--- src/rtl/decode_ctrl_pipe.sv ---
`default_nettype none
// ---------------------------------------------------------------------------
// decode_ctrl_pipe : per-lane decode of instruction IDs into control fields,
//                    held in a valid/ready register with delay-slot tracking.
// Revision 1.0
// ---------------------------------------------------------------------------
module decode_ctrl_pipe #(
  parameter int ID_W  = 8,
  parameter int LANES = 1
) (
  input  logic                    clk,
  input  logic                    rst_n,
  input  logic                    in_valid,
  output logic                    in_ready,
  input  logic [ID_W*LANES-1:0]   in_id,
  input  logic [LANES-1:0]        in_lane_v,
  input  logic                    flush,
  output logic                    out_valid,
  input  logic                    out_ready,
  output logic [LANES-1:0]        out_lane_v,
  output logic [LANES-1:0]        out_jump,
  output logic [3*LANES-1:0]      out_branch,
  output logic [2*LANES-1:0]      out_regdst,
  output logic [2*LANES-1:0]      out_exttype,
  output logic [LANES-1:0]        out_link,
  output logic [LANES-1:0]        out_illegal,
  output logic [LANES-1:0]        out_ds
);

  // Shared instruction-ID list; any value above ID_SYSCALL is illegal.
  localparam logic [ID_W-1:0] ID_NOP   = ID_W'(0),  ID_ADD   = ID_W'(1),  ID_ADDU  = ID_W'(2);
  localparam logic [ID_W-1:0] ID_SUB   = ID_W'(3),  ID_SUBU  = ID_W'(4),  ID_SLT   = ID_W'(5);
  localparam logic [ID_W-1:0] ID_SLTU  = ID_W'(6),  ID_AND   = ID_W'(7),  ID_NOR   = ID_W'(8);
  localparam logic [ID_W-1:0] ID_OR    = ID_W'(9),  ID_XOR   = ID_W'(10), ID_SLL   = ID_W'(11);
  localparam logic [ID_W-1:0] ID_SRL   = ID_W'(12), ID_SRA   = ID_W'(13), ID_SLLV  = ID_W'(14);
  localparam logic [ID_W-1:0] ID_SRLV  = ID_W'(15), ID_SRAV  = ID_W'(16), ID_MFHI  = ID_W'(17);
  localparam logic [ID_W-1:0] ID_MFLO  = ID_W'(18), ID_MTHI  = ID_W'(19), ID_MTLO  = ID_W'(20);
  localparam logic [ID_W-1:0] ID_MULT  = ID_W'(21), ID_MULTU = ID_W'(22), ID_DIV   = ID_W'(23);
  localparam logic [ID_W-1:0] ID_DIVU  = ID_W'(24), ID_ADDI  = ID_W'(25), ID_ADDIU = ID_W'(26);
  localparam logic [ID_W-1:0] ID_SLTI  = ID_W'(27), ID_SLTIU = ID_W'(28), ID_ANDI  = ID_W'(29);
  localparam logic [ID_W-1:0] ID_ORI   = ID_W'(30), ID_XORI  = ID_W'(31), ID_LUI   = ID_W'(32);
  localparam logic [ID_W-1:0] ID_LB    = ID_W'(33), ID_LBU   = ID_W'(34), ID_LH    = ID_W'(35);
  localparam logic [ID_W-1:0] ID_LHU   = ID_W'(36), ID_LW    = ID_W'(37), ID_SB    = ID_W'(38);
  localparam logic [ID_W-1:0] ID_SH    = ID_W'(39), ID_SW    = ID_W'(40), ID_BEQ   = ID_W'(41);
  localparam logic [ID_W-1:0] ID_BNE   = ID_W'(42), ID_BGEZ  = ID_W'(43), ID_BGTZ  = ID_W'(44);
  localparam logic [ID_W-1:0] ID_BLEZ  = ID_W'(45), ID_BLTZ  = ID_W'(46), ID_BGEZAL = ID_W'(47);
  localparam logic [ID_W-1:0] ID_BLTZAL = ID_W'(48), ID_J    = ID_W'(49), ID_JAL   = ID_W'(50);
  localparam logic [ID_W-1:0] ID_JR    = ID_W'(51), ID_JALR  = ID_W'(52), ID_MFC0  = ID_W'(53);
  localparam logic [ID_W-1:0] ID_MTC0  = ID_W'(54), ID_ERET  = ID_W'(55), ID_SYSCALL = ID_W'(56);

  typedef struct packed {
    logic       jump;
    logic [2:0] branch;
    logic [1:0] regdst;
    logic [1:0] exttype;
    logic       link;
    logic       illegal;
  } ctrl_t;

  function automatic ctrl_t decode(input logic [ID_W-1:0] id);
    ctrl_t c;
    c = '0;
    case (id)
      ID_ADD, ID_ADDU, ID_SUB, ID_SUBU, ID_SLT, ID_SLTU, ID_AND, ID_NOR, ID_OR,
      ID_XOR, ID_SLL, ID_SRL, ID_SRA, ID_SLLV, ID_SRLV, ID_SRAV, ID_MFHI,
      ID_MFLO:                                   c.regdst = 2'd1;
      ID_NOP, ID_MTHI, ID_MTLO, ID_MULT, ID_MULTU, ID_DIV, ID_DIVU, ID_ANDI,
      ID_ORI, ID_XORI, ID_MFC0, ID_MTC0, ID_ERET, ID_SYSCALL: c = '0;
      ID_ADDI, ID_ADDIU, ID_SLTI, ID_SLTIU, ID_LB, ID_LBU, ID_LH, ID_LHU, ID_LW,
      ID_SB, ID_SH, ID_SW:                       c.exttype = 2'd1;
      ID_LUI:                                    c.exttype = 2'd2;
      ID_BEQ:    begin c.branch = 3'd1; c.exttype = 2'd1; end
      ID_BNE:    begin c.branch = 3'd2; c.exttype = 2'd1; end
      ID_BGEZ:   begin c.branch = 3'd3; c.exttype = 2'd1; end
      ID_BGTZ:   begin c.branch = 3'd4; c.exttype = 2'd1; end
      ID_BLEZ:   begin c.branch = 3'd5; c.exttype = 2'd1; end
      ID_BLTZ:   begin c.branch = 3'd6; c.exttype = 2'd1; end
      ID_BGEZAL: begin c.branch = 3'd3; c.exttype = 2'd1; c.link = 1'b1; c.regdst = 2'd2; end
      ID_BLTZAL: begin c.branch = 3'd6; c.exttype = 2'd1; c.link = 1'b1; c.regdst = 2'd2; end
      ID_J, ID_JR: c.jump = 1'b1;
      ID_JAL:    begin c.jump = 1'b1; c.link = 1'b1; c.regdst = 2'd2; end
      ID_JALR:   begin c.jump = 1'b1; c.link = 1'b1; c.regdst = 2'd1; end
      default:   c.illegal = 1'b1;
    endcase
    return c;
  endfunction

  ctrl_t            dec [LANES];
  logic [LANES-1:0] cf;
  logic [LANES-1:0] ds_next;
  logic             ds_pend;
  logic             young_cf;
  logic             accept;

  assign in_ready = !out_valid || out_ready;
  assign accept   = in_valid && in_ready && !flush;

  for (genvar k = 0; k < LANES; k++) begin : g_lane
    assign dec[k] = in_lane_v[k] ? decode(in_id[k*ID_W +: ID_W]) : '0;
    assign cf[k]  = dec[k].jump || (dec[k].branch != 3'd0);
    if (k == 0) begin : g_first
      assign ds_next[k] = in_lane_v[k] && ds_pend;
    end else begin : g_rest
      assign ds_next[k] = in_lane_v[k] && cf[k-1];
    end
  end

  // The youngest valid lane decides whether the next bundle starts in a delay slot.
  always_comb begin
    young_cf = 1'b0;
    for (int k = 0; k < LANES; k++) begin
      if (in_lane_v[k]) young_cf = cf[k];
    end
  end

  always_ff @(posedge clk or negedge rst_n) begin
    if (!rst_n) begin
      out_valid   <= 1'b0;
      ds_pend     <= 1'b0;
      out_lane_v  <= '0;
      out_jump    <= '0;
      out_branch  <= '0;
      out_regdst  <= '0;
      out_exttype <= '0;
      out_link    <= '0;
      out_illegal <= '0;
      out_ds      <= '0;
    end else if (flush) begin
      out_valid <= 1'b0;
      ds_pend   <= 1'b0;
    end else if (accept) begin
      out_valid  <= 1'b1;
      ds_pend    <= young_cf;
      out_lane_v <= in_lane_v;
      out_ds     <= ds_next;
      for (int k = 0; k < LANES; k++) begin
        out_jump[k]          <= dec[k].jump;
        out_branch[3*k +: 3] <= dec[k].branch;
        out_regdst[2*k +: 2] <= dec[k].regdst;
        out_exttype[2*k +: 2] <= dec[k].exttype;
        out_link[k]          <= dec[k].link;
        out_illegal[k]       <= dec[k].illegal;
      end
    end else if (out_ready) begin
      out_valid <= 1'b0;
    end
  end

endmodule
`default_nettype wire

--- config.mk ---
export PLATFORM = sky130hd
export DESIGN_NAME = decode_ctrl_pipe
export DESIGN_NICKNAME = d
export VERILOG_FILES = /design/src/rtl/decode_ctrl_pipe.sv
export SDC_FILE = /design/constraint.sdc
export NUM_CORES = 1
export LEC_CHECK = 0
export BUFFER_PORTS_ARGS = -buffer_cell sky130_fd_sc_hd__buf_2
export CORE_MARGIN = 2
export CORE_UTILIZATION = 50
export DETAILED_ROUTE_END_ITERATION = 10
export PLACE_DENSITY = 0.78
export SKIP_CTS_REPAIR_TIMING = 1
export SLEW_MARGIN = 20
export SYNTH_ARGS = -nofsm -noshare
export SYNTH_HDL_FRONTEND = slang
export SYNTH_SLANG_ARGS = --single-unit
--- constraint.sdc ---
create_clock -name clk -period 1.7 [get_ports clk]
set_input_delay 0.34 -clock clk [delete_from_list [all_inputs] [get_ports clk]]
set_output_delay 0.34 -clock clk [all_outputs]
set_load 0.01 [all_outputs]
==> impl_metrics.toml <==
[power_and_ir_drop]
power_leakage_uw = 0.0005540
power.ir.vdd_worst_mv = 0.3171
pwr_density_cell_nw_per_um2 = 661.6

[global_routing]
grt_antenna_before_repair = 0
grtUsageMet3_pct = 2.308
grt_util_met1_pct = 27.10
grtUsageMet2_pct = 35.34
grt_overflow_total = 0
grt_first_pass_wirelength_um = 3332
grt_max_degree = 18
grt_pass1_vias = 780
grt_most_used_layer = "met2"
gr-usage-all-layers_pct = 21.29

[drt]
drt_pre_antenna_iters = 4
routedWlPerCell_um = 12.06
num_vias = 945
final_antenna_net_count = 0
route.detailed.drc = 0
avgViaCountPerCell = 5.494
dr.first_iter.drc_count = 22
finalWirelength_um = 2075

[timing]
fin_ws_ns = 0.2844
timing.final.hold_violations = 0
finalSetupTns_ns = 0
post-route-min-period_ns = 1.416
max_clock_freq_mhz = 706.4
worst-slew-pin-transition_ns = 0.3247
max_slew_margin_pct = 78.15
fin_crit_sh_pct = 83.27
setup_repair_after_global_routing_missed_its_margin = "false"
clock_skew_ns = 0.004058
setup_viol_count_final = 0
final-max-slew-violation-count = 0

[hold_path]
min-delay-start = "flush"
hold-path-cell-count = 2
min-delay-path-class = "in2reg"
min_delay_worst_endpoint = "ds_pend"

[cells_and_area]
layout-drive-gt1-share_pct = 29.93
syn2layout_area_growth_pct = 23.06
layout.filler_cells = 159
multi_input_area_sq_um = 494.2
num_antenna_cells = 0
finish.net_count = 162
final_core_util_pct = 65.36
seq_area_sq_um = 350.3
stdcell_count = 172

[clock_network]
h-tree-depth = 1
clockBufferDepth = 2
cell_at_the_root_of_the_clock_tree = "clkbuf_4"
cts_tree = "built"
numClockSinks = 14
clk_transition_reported_paths_ns = 0.09
cts_buffers = 3
clk_latency_ns = 0.28

[logic_synthesis]
synth_simple_gate_area_share_pct = 27.01
synthesis.area_per_instance_sq_um = 7.839
synth-seq-area-share_pct = 38.20
netlist_instances = 117
synth.lib_cells_used.distinct = 34
synth_top_family_by_area = "simple AND/OR/NAND/NOR gates"
yosys.area_share.xor_xnor_pct = 0
syn-cell-area_sq_um = 917.1
post_synthesis_share_of_cell_area_spent_on_full_adders_half_adders_and_majority_gates_pct = 0
yosysWarnings = 0
synth_nets = 131
muxShareOfSynthArea_pct = 2.319
post_synthesis_compound_gate_area_fraction_pct = 24.56
ys_seq_elements = 14

[placed_design]
finalWeightedCongestion = 0.8997
io_buffer_count = 27
dp_slack_ns = 0.005435
placedCellCount = 167
detailedPlacementHpwl_um = 1584

[worst_setup_path]
worst-path-max-fanout = 9
worst-setup-path-type = "in2reg"
startpoint_of_the_worst_register_to_register_path = "out_valid"
ff_to_ff_setup_slack_ns = 0.33
reg2regPathDepth = 5
worst_setup_ep_type = "register"
worstSetupStartpointType = "input pin"
r2r_end = "out_regdst[0]"
cp.required_ns = 1.89
critical_path_arrival_ns = 1.60

[run_status]
run_status = "finished, final reports clean"

[die]
chipHeight_um = 46.83
boundaryPins = 28
placement_rows = 15
core_region_area_sq_um = 1727
die-area_sq_um = 2193
initial_utilization_pct = 53.12
die_w_um = 46.83

[run]
timing.max_cap.violations = 0
[synthesized netlist by cell type (all sizes together)]
master | instances | area share, %
a211oi | 1 | 0.82
a21oi | 11 | 6.0
a22o | 3 | 3.0
a31oi | 2 | 1.4
and4 | 2 | 2.0
buf | 7 | 5.5
clkbuf | 3 | 1.2
dfrtp | 14 | 38
inv | 3 | 1.2
mux2 | 1 | 1.2
mux2i | 1 | 1.1
nand2 | 23 | 9.4
nand2b | 2 | 1.4
nand3 | 4 | 2.2
nand4 | 1 | 0.68
nor2 | 8 | 3.3
nor2b | 1 | 0.68
nor3 | 2 | 1.1
nor4 | 3 | 2.0
o211a | 1 | 1.1
o21ai | 13 | 7.1
o22ai | 1 | 0.68
o31a | 1 | 0.96
o31ai | 2 | 1.6
o32ai | 1 | 0.96
o41ai | 1 | 0.96
or2 | 2 | 1.4
or3 | 2 | 1.4
or4b | 1 | 1.5
[cell type report]
type / instances / share of cell area [%]
Multi-Input combinational cell: 90 / 43.79
Sequential cell: 14 / 31.04
Timing Repair Buffer: 36 / 18.18
Clock buffer: 4 / 3.215
Tap cell: 25 / 2.772
Inverter: 3 / 0.9978
[cells by family (layout without fill, tap and decap cells)]
group | count (synthesis) | count (layout)
and+or+nand+nor | 51 | 51
buffers and inverters | 13 | 43
DFF | 14 | 14
AOI/OAI and AO/OA | 37 | 37
muxes | 2 | 2
[worst max-delay path by stage]
| stage | slack, ns | cells past startpoint | startpoint | to |
|---|---|---|---|---|
| final | 0.28 | 6 | in_id[0] | out_illegal |
| after global routing | 0.14 | 5 | out_valid | out_regdst[0] |
| after CTS | 0.29 | 6 | in_id[0] | out_illegal |
| after detailed placement | 0.005 | 6 | in_id[0] | out_illegal |
| after global placement | 0.02 | 6 | in_id[0] | out_illegal |
| after floorplan | 0.14 | 7 | in_id[0] | out_illegal |
[layout by cell type, fill, tap and decap left out, types with 2 or more instances in the layout]
master,n
buf_2,27
nand2_1,23
dfrtp_1,14
o21ai_0,13
a21oi_1,11
nor2_1,8
buf_4,8
nand3_1,4
inv_1,3
nor4_1,3
clkbuf_4,3
nand2b_1,2
or3_1,2
a31oi_1,2
o31ai_1,2
nor3_1,2
a22o_1,2
[flip-flops by register name, indices dropped and copies added (netlist names)]
signal and count:
out_branch 3, out_exttype 2, out_regdst 2, ds_pend 1, out_ds 1, out_illegal 1, out_jump 1, out_lane_v 1
out_link 1, out_valid 1
[metrics by stage]
stage / total power, uW / instance area (sq um) / hold WS, ns
6_report: 746.7 / 1129 / 0.2455
5_1_grt: 790.0 / 1129 / 0.2475
4_1_cts: 750.1 / 1119 / -0.05625
3_5_place_dp: 512.6 / 1082 / 0.2513
3_3_place_gp: 507.0 / 1082 / 0.2418
2_1_floorplan: 453.3 / 917.1 / 0.04441
[report_power, final]
group | leakage [uW] | switching (uW) | total [uW] | internal (uW)
Combinational | 0.000342 | 93.0 | 157 | 63.7
Clock | 0.0000210 | 109 | 239 | 130
Sequential | 0.000191 | 5.33 | 351 | 345
[metal layers]
layer	wire length, um	part of all wire (%)
met3	66	3.2
met2	1017	49
met1	949	46
met4	41	2.0
met5	0	0
[worst max-delay path, cell delays in order]
cell and delay [ns]:
buf_2 0.13, or2_1 0.33, or3_1 0.34, a21oi_1 0.15, a211oi_1 0.07, o31ai_1 0.23
No activity file was read; power rests on OpenSTA's default activity.
